**config.mk**
```make
export PLATFORM = sky130hd
export DESIGN_NAME = ub_dequant_reader
export DESIGN_NICKNAME = d
export VERILOG_FILES = /design/src/rtl/act_pkg.sv /design/src/rtl/sync_fifo.sv /design/src/rtl/ub_dequant_reader.sv
export SDC_FILE = /design/constraint.sdc
export NUM_CORES = 1
export LEC_CHECK = 0
export ABC_AREA = 1
export ABC_CLOCK_PERIOD_IN_PS = 15200
export CORE_MARGIN = 1.5
export CORE_UTILIZATION = 50
export CTS_CLUSTER_SIZE = 25
export DETAILED_ROUTE_END_ITERATION = 6
export GPL_TIMING_DRIVEN = 0
export PLACE_DENSITY = 0.79
export SYNTH_ARGS = -nofsm -noshare
export SYNTH_HDL_FRONTEND = slang
export SYNTH_SLANG_ARGS = --single-unit
```
**constraint.sdc**
```tcl
create_clock -name clk -period 15.2 [get_ports clk]
set_clock_uncertainty 0.15 [all_clocks]
set_input_delay 3.04 -clock clk [delete_from_list [all_inputs] [get_ports clk]]
set_output_delay 3.04 -clock clk [all_outputs]
set_load 0.1 [all_outputs]
```
**src/rtl/act_pkg.sv**
```systemverilog
// Shared FSM state type and Q8.8 dequantization constants for the activation path.
// Pure declarations: no latency and no flow control of its own.
package act_pkg;

    typedef enum logic [1:0] {
        IDLE  = 2'd0,
        ISSUE = 2'd1,
        DRAIN = 2'd2
    } state_t;

    localparam int DQ_FRAC_BITS = 8;
    localparam int DQ_ROUND     = 128;

endpackage

```
**src/rtl/sync_fifo.sv**
```systemverilog
// Show-ahead synchronous FIFO: a write becomes visible on rd_vld/rd_dat one cycle later.
// Head entry holds while rd_rdy is low; writes while full are dropped, so the producer must bound its fill level.
module sync_fifo #(
    parameter int WIDTH = 33,
    parameter int DEPTH = 8
) (
    input  logic             clk,
    input  logic             reset,
    input  logic             wr_vld,
    input  logic [WIDTH-1:0] wr_dat,
    output logic             rd_vld,
    input  logic             rd_rdy,
    output logic [WIDTH-1:0] rd_dat
);
    localparam int PTR_W = $clog2(DEPTH);
    localparam int CNT_W = PTR_W + 1;

    logic [WIDTH-1:0] mem_q [DEPTH];
    logic [WIDTH-1:0] mem_d [DEPTH];
    logic [PTR_W-1:0] wr_ptr_q, wr_ptr_d;
    logic [PTR_W-1:0] rd_ptr_q, rd_ptr_d;
    logic [CNT_W-1:0] cnt_q, cnt_d;
    logic             do_wr, do_rd;

    assign do_wr  = wr_vld && (cnt_q != CNT_W'(DEPTH));
    assign do_rd  = rd_rdy && (cnt_q != '0);
    assign rd_vld = (cnt_q != '0);
    assign rd_dat = mem_q[rd_ptr_q];

    always_comb begin
        mem_d    = mem_q;
        wr_ptr_d = wr_ptr_q;
        rd_ptr_d = rd_ptr_q;
        if (do_wr) begin
            mem_d[wr_ptr_q] = wr_dat;
            wr_ptr_d        = wr_ptr_q + PTR_W'(1);
        end
        if (do_rd) begin
            rd_ptr_d = rd_ptr_q + PTR_W'(1);
        end
        cnt_d = cnt_q + CNT_W'(do_wr) - CNT_W'(do_rd);
    end

    always_ff @(posedge clk) begin
        if (reset) begin
            for (int i = 0; i < DEPTH; i++) begin
                mem_q[i] <= '0;
            end
            wr_ptr_q <= '0;
            rd_ptr_q <= '0;
            cnt_q    <= '0;
        end else begin
            mem_q    <= mem_d;
            wr_ptr_q <= wr_ptr_d;
            rd_ptr_q <= rd_ptr_d;
            cnt_q    <= cnt_d;
        end
    end

endmodule

```
**src/rtl/ub_dequant_reader.sv**
```systemverilog
// Streams int8 UB data out as int32 ((q - zp) * S + 0.5) >> 8; out_valid follows a read by 5 cycles.
// Reads stall while FIFO_DEPTH elements are outstanding, so out_ready backpressure never overflows the FIFO.
module ub_dequant_reader #(
    parameter int ADDR_W     = 8,
    parameter int LEN_W      = 9,
    parameter int FIFO_DEPTH = 8
) (
    input  logic               clk,
    input  logic               reset,
    input  logic               start,
    input  logic [ADDR_W-1:0]  base_addr,
    input  logic [LEN_W-1:0]   length,
    input  logic signed [15:0] dq_scale,
    input  logic signed [7:0]  dq_zero_point,
    output logic               ub_rd_en,
    output logic [ADDR_W-1:0]  ub_rd_addr,
    input  logic signed [7:0]  ub_rd_data,
    output logic               out_valid,
    output logic signed [31:0] out_data,
    output logic               out_last,
    input  logic               out_ready,
    output logic               busy,
    output logic               done
);
    import act_pkg::*;

    localparam int OUT_W = $clog2(FIFO_DEPTH) + 1;

    state_t            state_q, state_d;
    logic [ADDR_W-1:0] addr_q, addr_d;
    logic [LEN_W-1:0]  len_q, len_d;
    logic [LEN_W-1:0]  cnt_q, cnt_d;
    logic [15:0]       scale_q, scale_d;
    logic [7:0]        zp_q, zp_d;
    logic [OUT_W-1:0]  outst_q, outst_d;
    logic              done_q, done_d;
    logic [3:0]        pv_q, pv_d;
    logic [3:0]        pl_q, pl_d;
    logic [8:0]        diff_q, diff_d;
    logic [24:0]       prod_q, prod_d;
    logic [31:0]       res_q, res_d;
    logic [24:0]       rnd_sum;
    logic              issue, issue_last, accept;
    logic [32:0]       fifo_dat;

    // Outstanding covers pipeline plus FIFO, so capping it at FIFO_DEPTH keeps the FIFO from overflowing.
    assign issue      = (state_q == ISSUE) && (outst_q < OUT_W'(FIFO_DEPTH));
    assign issue_last = issue && (cnt_q == len_q - LEN_W'(1));
    assign accept     = out_valid && out_ready;
    assign rnd_sum    = prod_q + 25'(DQ_ROUND);

    assign ub_rd_en   = issue;
    assign ub_rd_addr = addr_q;
    assign busy       = (state_q != IDLE);
    assign done       = done_q;

    always_comb begin
        state_d = state_q;
        addr_d  = addr_q;
        len_d   = len_q;
        cnt_d   = cnt_q;
        scale_d = scale_q;
        zp_d    = zp_q;
        done_d  = 1'b0;
        case (state_q)
            IDLE: begin
                if (start) begin
                    addr_d  = base_addr;
                    len_d   = length;
                    scale_d = dq_scale;
                    zp_d    = dq_zero_point;
                    cnt_d   = '0;
                    if (length == '0) begin
                        done_d = 1'b1;
                    end else begin
                        state_d = ISSUE;
                    end
                end
            end
            ISSUE: begin
                if (issue) begin
                    addr_d = addr_q + ADDR_W'(1);
                    cnt_d  = cnt_q + LEN_W'(1);
                    if (issue_last) begin
                        state_d = DRAIN;
                    end
                end
            end
            DRAIN: begin
                if (accept && out_last) begin
                    state_d = IDLE;
                    done_d  = 1'b1;
                end
            end
            default: state_d = IDLE;
        endcase

        outst_d = outst_q + OUT_W'(issue) - OUT_W'(accept);

        // pv/pl bit 0 tags the returning read data, bits 1..3 the diff, prod and result stages.
        pv_d   = {pv_q[2:0], issue};
        pl_d   = {pl_q[2:0], issue_last};
        diff_d = {ub_rd_data[7], ub_rd_data} - {zp_q[7], zp_q};
        prod_d = {{16{diff_q[8]}}, diff_q} * {{9{scale_q[15]}}, scale_q};
        res_d  = {{(32 - 25 + DQ_FRAC_BITS){rnd_sum[24]}}, rnd_sum[24:DQ_FRAC_BITS]};
    end

    always_ff @(posedge clk) begin
        if (reset) begin
            state_q <= IDLE;
            addr_q  <= '0;
            len_q   <= '0;
            cnt_q   <= '0;
            scale_q <= '0;
            zp_q    <= '0;
            outst_q <= '0;
            done_q  <= 1'b0;
            pv_q    <= '0;
            pl_q    <= '0;
            diff_q  <= '0;
            prod_q  <= '0;
            res_q   <= '0;
        end else begin
            state_q <= state_d;
            addr_q  <= addr_d;
            len_q   <= len_d;
            cnt_q   <= cnt_d;
            scale_q <= scale_d;
            zp_q    <= zp_d;
            outst_q <= outst_d;
            done_q  <= done_d;
            pv_q    <= pv_d;
            pl_q    <= pl_d;
            diff_q  <= diff_d;
            prod_q  <= prod_d;
            res_q   <= res_d;
        end
    end

    sync_fifo #(
        .WIDTH(33),
        .DEPTH(FIFO_DEPTH)
    ) u_fifo (
        .clk    (clk),
        .reset  (reset),
        .wr_vld (pv_q[3]),
        .wr_dat ({pl_q[3], res_q}),
        .rd_vld (out_valid),
        .rd_rdy (out_ready),
        .rd_dat (fifo_dat)
    );

    assign out_data = fifo_dat[31:0];
    assign out_last = fifo_dat[32];

endmodule

```
==> run summary <==
Avg Vias per Cell: 5.338
post-CTS setup buffers: 0
Crit Path Max Fanout: 16
Detail Route Antenna Nets: 0
Synth area leaders: dfxtp_1, fa_1, nor2_1
layout cell share with drive strength beyond 1: 0.05500
sequential area share after synthesis: 0.3164
Net Count, Synth: 2497
CP startpoint kind: flip-flop
CTS Hold Buffers Added: 0
asr flop ratio synth: 0
DRT iter0 DRCs: 1334
CP Launch Point: u_fifo.rd_ptr_q[0]
worst r2r src: diff_q[7]
#FFs+latches synth: 263
Final #Nets: 2624
Die Y: 185.4 µm
R2R setup slack: 9.48 ns
Post-synth EDFFs: 0
Tmin final: 7.605 ns
CP Buf/Inv Count: 6
routability cong.: 0.9497
die width: 185.4 µm
Inserted Clock Buffers: 28
Fin. Hold Viols: 0
cells after synthesis: 2252
crit path kind: flip-flop to output port
P&R area growth vs syn: 14.75%
initial antenna violation count: 0
Initial Util: 0.5102
Yosys warning total: 0
Max-Slew Margin vs Limit: 0.2245
worst min path class: flip-flop to flip-flop
Worst VDD drop: 0.1597 mV
routed len/inst: 15.70 µm
global route overflow: 0
Max-cap violations: 0
ys flop type: dfxtp_1
Worst-Skew Late Latency: 0.55 ns
Slowest cell on crit path: clkdlybuf4s50_1
GRT Total Usage: 0.2681
Root Buffer: clkbuf_16
DR DRC count: 0
DP HPWL: 34630 µm
pin count of the biggest net entering global routing: 17
pwr dens: 155.6 nW/µm²
fin crit share: 0.5003
max-slew violations: 0
leakage: 9.127 nW
port bufs: 97
CTS resizes: 0
drt total wl: 44630 µm
first-pass GRT wire length: 74390 µm
FF-to-FF path depth: 19
Longest Clk Path Bufs: 3
Hold Slack: 0.2546 ns
core box area: 32620 µm²
setup_tns: 0 ns
Sink Count: 263
Rows: 66
crit path cell chain: buf_2, inv_1, clkbuf_1, clkbuf_1, o21ai_0, a31oi_1, buf_4, clkdlybuf4s50_1
TritonCTS clock tree: yes
Hold Path Cell Cnt: 2
number of library cell types mapped by synthesis: 50
via count: 15170
f_max: 0.1315 GHz
Critical Path AT: 4.41 ns
vias in the first global route: 15580
CP top delay family: buffers and inverters
Slew @ Worst Pin: 1.158 ns
most frequent CP cell: clkbuf_1
post-route cell area: 19100 µm²
clock-pin slew on the worst setup and hold paths: 0.06 ns
ANT cells: 0
CP endpoint: out_data[27]
WP depth: 8
RSZ-0062 raised after global routing: false
DP Area: 18170 µm²
Synth top area share: 0.3164
H-tree depth: 1
highest cell delay on the worst timing path: 1.13 ns
drt first pass iters: 6
die area: 34390 µm²
crit end category: output port
Ports: 98
area leader, netlist: dfxtp_1
status: finished, final reports clean
Syn Area/Cell: 7.390 µm²
# setup viols final: 0
Synth Cell Area: 16640 µm²
final core utilization: 0.5855
Worst R2R End: prod_q[18]
Critical Path RT: 12.01 ns
==> layout by cell type (no fill, tap or decap), types with 4 or more instances in the layout <==
cell type / instances
nor2_1: 438
inv_1: 300
o21ai_0: 290
dfxtp_1: 263
nand2_1: 258
a21oi_1: 142
fa_1: 121
clkbuf_1: 103
clkdlybuf4s50_1: 97
ha_1: 71
nand3_1: 34
clkbuf_16: 28
a31oi_1: 22
buf_2: 21
nand4_1: 19
nor3_1: 19
o22ai_1: 17
buf_4: 16
xnor2_1: 11
xor2_1: 10
inv_2: 9
o21ai_1: 9
nand2_2: 7
a211oi_1: 7
clkbuf_8: 7
clkinv_2: 6
nor2_4: 5
o21a_1: 5
and2_1: 4
or2_2: 4
buf_1: 4
nor2_8: 4
clkinvlp_4: 4
==> routing by layer <==
| metal | global-route usage | vias up | part of all wire | wire length [µm] |
|---|---|---|---|---|
| met5 | 0 | - | 0 | 0 |
| met4 | 0.07902 | 0 | 0.021 | 936 |
| met3 | 0.03854 | 79 | 0.072 | 3204 |
| met2 | 0.4810 | 574 | 0.49 | 21940 |
| met1 | 0.3318 | 7157 | 0.42 | 18550 |
| li1 | - | 7362 | - | - |
==> power by group <==
| part | internal, W | switching [W] | total (W) |
|---|---|---|---|
| Sequential | 0.000751 | 0.0000399 | 0.000791 |
| Clock | 0.000391 | 0.000287 | 0.000678 |
| Combinational | 0.000449 | 0.00105 | 0.00150 |
==> flip-flops by register name, indices dropped and copies added, names as in the netlist <==
name,flops
pv_q,4
prod_q,18
state_q,2
u_fifo.wr_ptr_q,3
zp_q,8
res_q,17
len_q,9
diff_q,9
done,1
u_fifo.mem_q,144
u_fifo.rd_ptr_q,3
scale_q,16
pl_q,4
cnt_q,9
ub_rd_addr,8
u_fifo.cnt_q,4
outst_q,4
==> cells by family after synthesis <==
family          count (synthesis)  synth area share
fa+ha+maj                     192            0.1989
buf+inv                       460            0.1108
xor+xnor                       21           0.01105
flops                         263            0.3164
compound gates                505            0.1586
simple gates                  811            0.2042
==> layout make-up <==
| cell class | instances | area, µm² |
|---|---|---|
| flip-flops and latches | 263 | 5265 |
| inverters | 314 | 1186 |
| well taps | 442 | 553.0 |
| clock inverters | 14 | 126.4 |
| fillers | 2917 | 13520 |
| multi-input cells | 1529 | 9533 |
| plain buffers | 146 | 658.1 |
| clock buffers | 37 | 804.5 |
| repair buffers | 97 | 970.9 |
==> synthesized netlist by cell type (19+ instances only) <==
master / number
clkbuf_1: 101
ha_1: 71
o21ai_0: 290
a31oi_1: 22
nand2_1: 258
fa_1: 121
inv_1: 300
nor3_1: 19
nand4_1: 19
buf_2: 21
dfxtp_1: 263
a21oi_1: 142
nand3_1: 34
nor2_1: 438
==> through the flow <==
| step | total power, W | worst slack (ns) | instances |
|---|---|---|---|
| 2_1_floorplan | 0.001920 | 8.041 | 2252 |
| 3_3_place_gp | 0.002255 | 8.261 | 2791 |
| 3_5_place_dp | 0.002287 | 8.160 | 2791 |
| 4_1_cts | 0.002971 | 7.587 | 2842 |
| 5_1_grt | 0.003163 | 7.310 | 2842 |
| 6_report | 0.002971 | 7.595 | 2842 |
==> how the worst min path moves through the flow <==
stage               to  slack (ns)    start
3_5_place_dp   pv_q[1]        0.25  pv_q[0]
3_3_place_gp   pl_q[1]        0.24  pl_q[0]
4_1_cts        pv_q[1]        0.26  pv_q[0]
6_report       pv_q[1]        0.25  pv_q[0]
2_1_floorplan  pl_q[1]        0.24  pl_q[0]
5_1_grt        pv_q[1]        0.27  pv_q[0]
==> worst min-delay path, cell delays in order, from the launching register on <==
cell and delay, ns:
dfxtp_1 0.29, inv_1 0.04, nor2_1 0.03
Note: power is estimated with default switching activity, not from simulation.
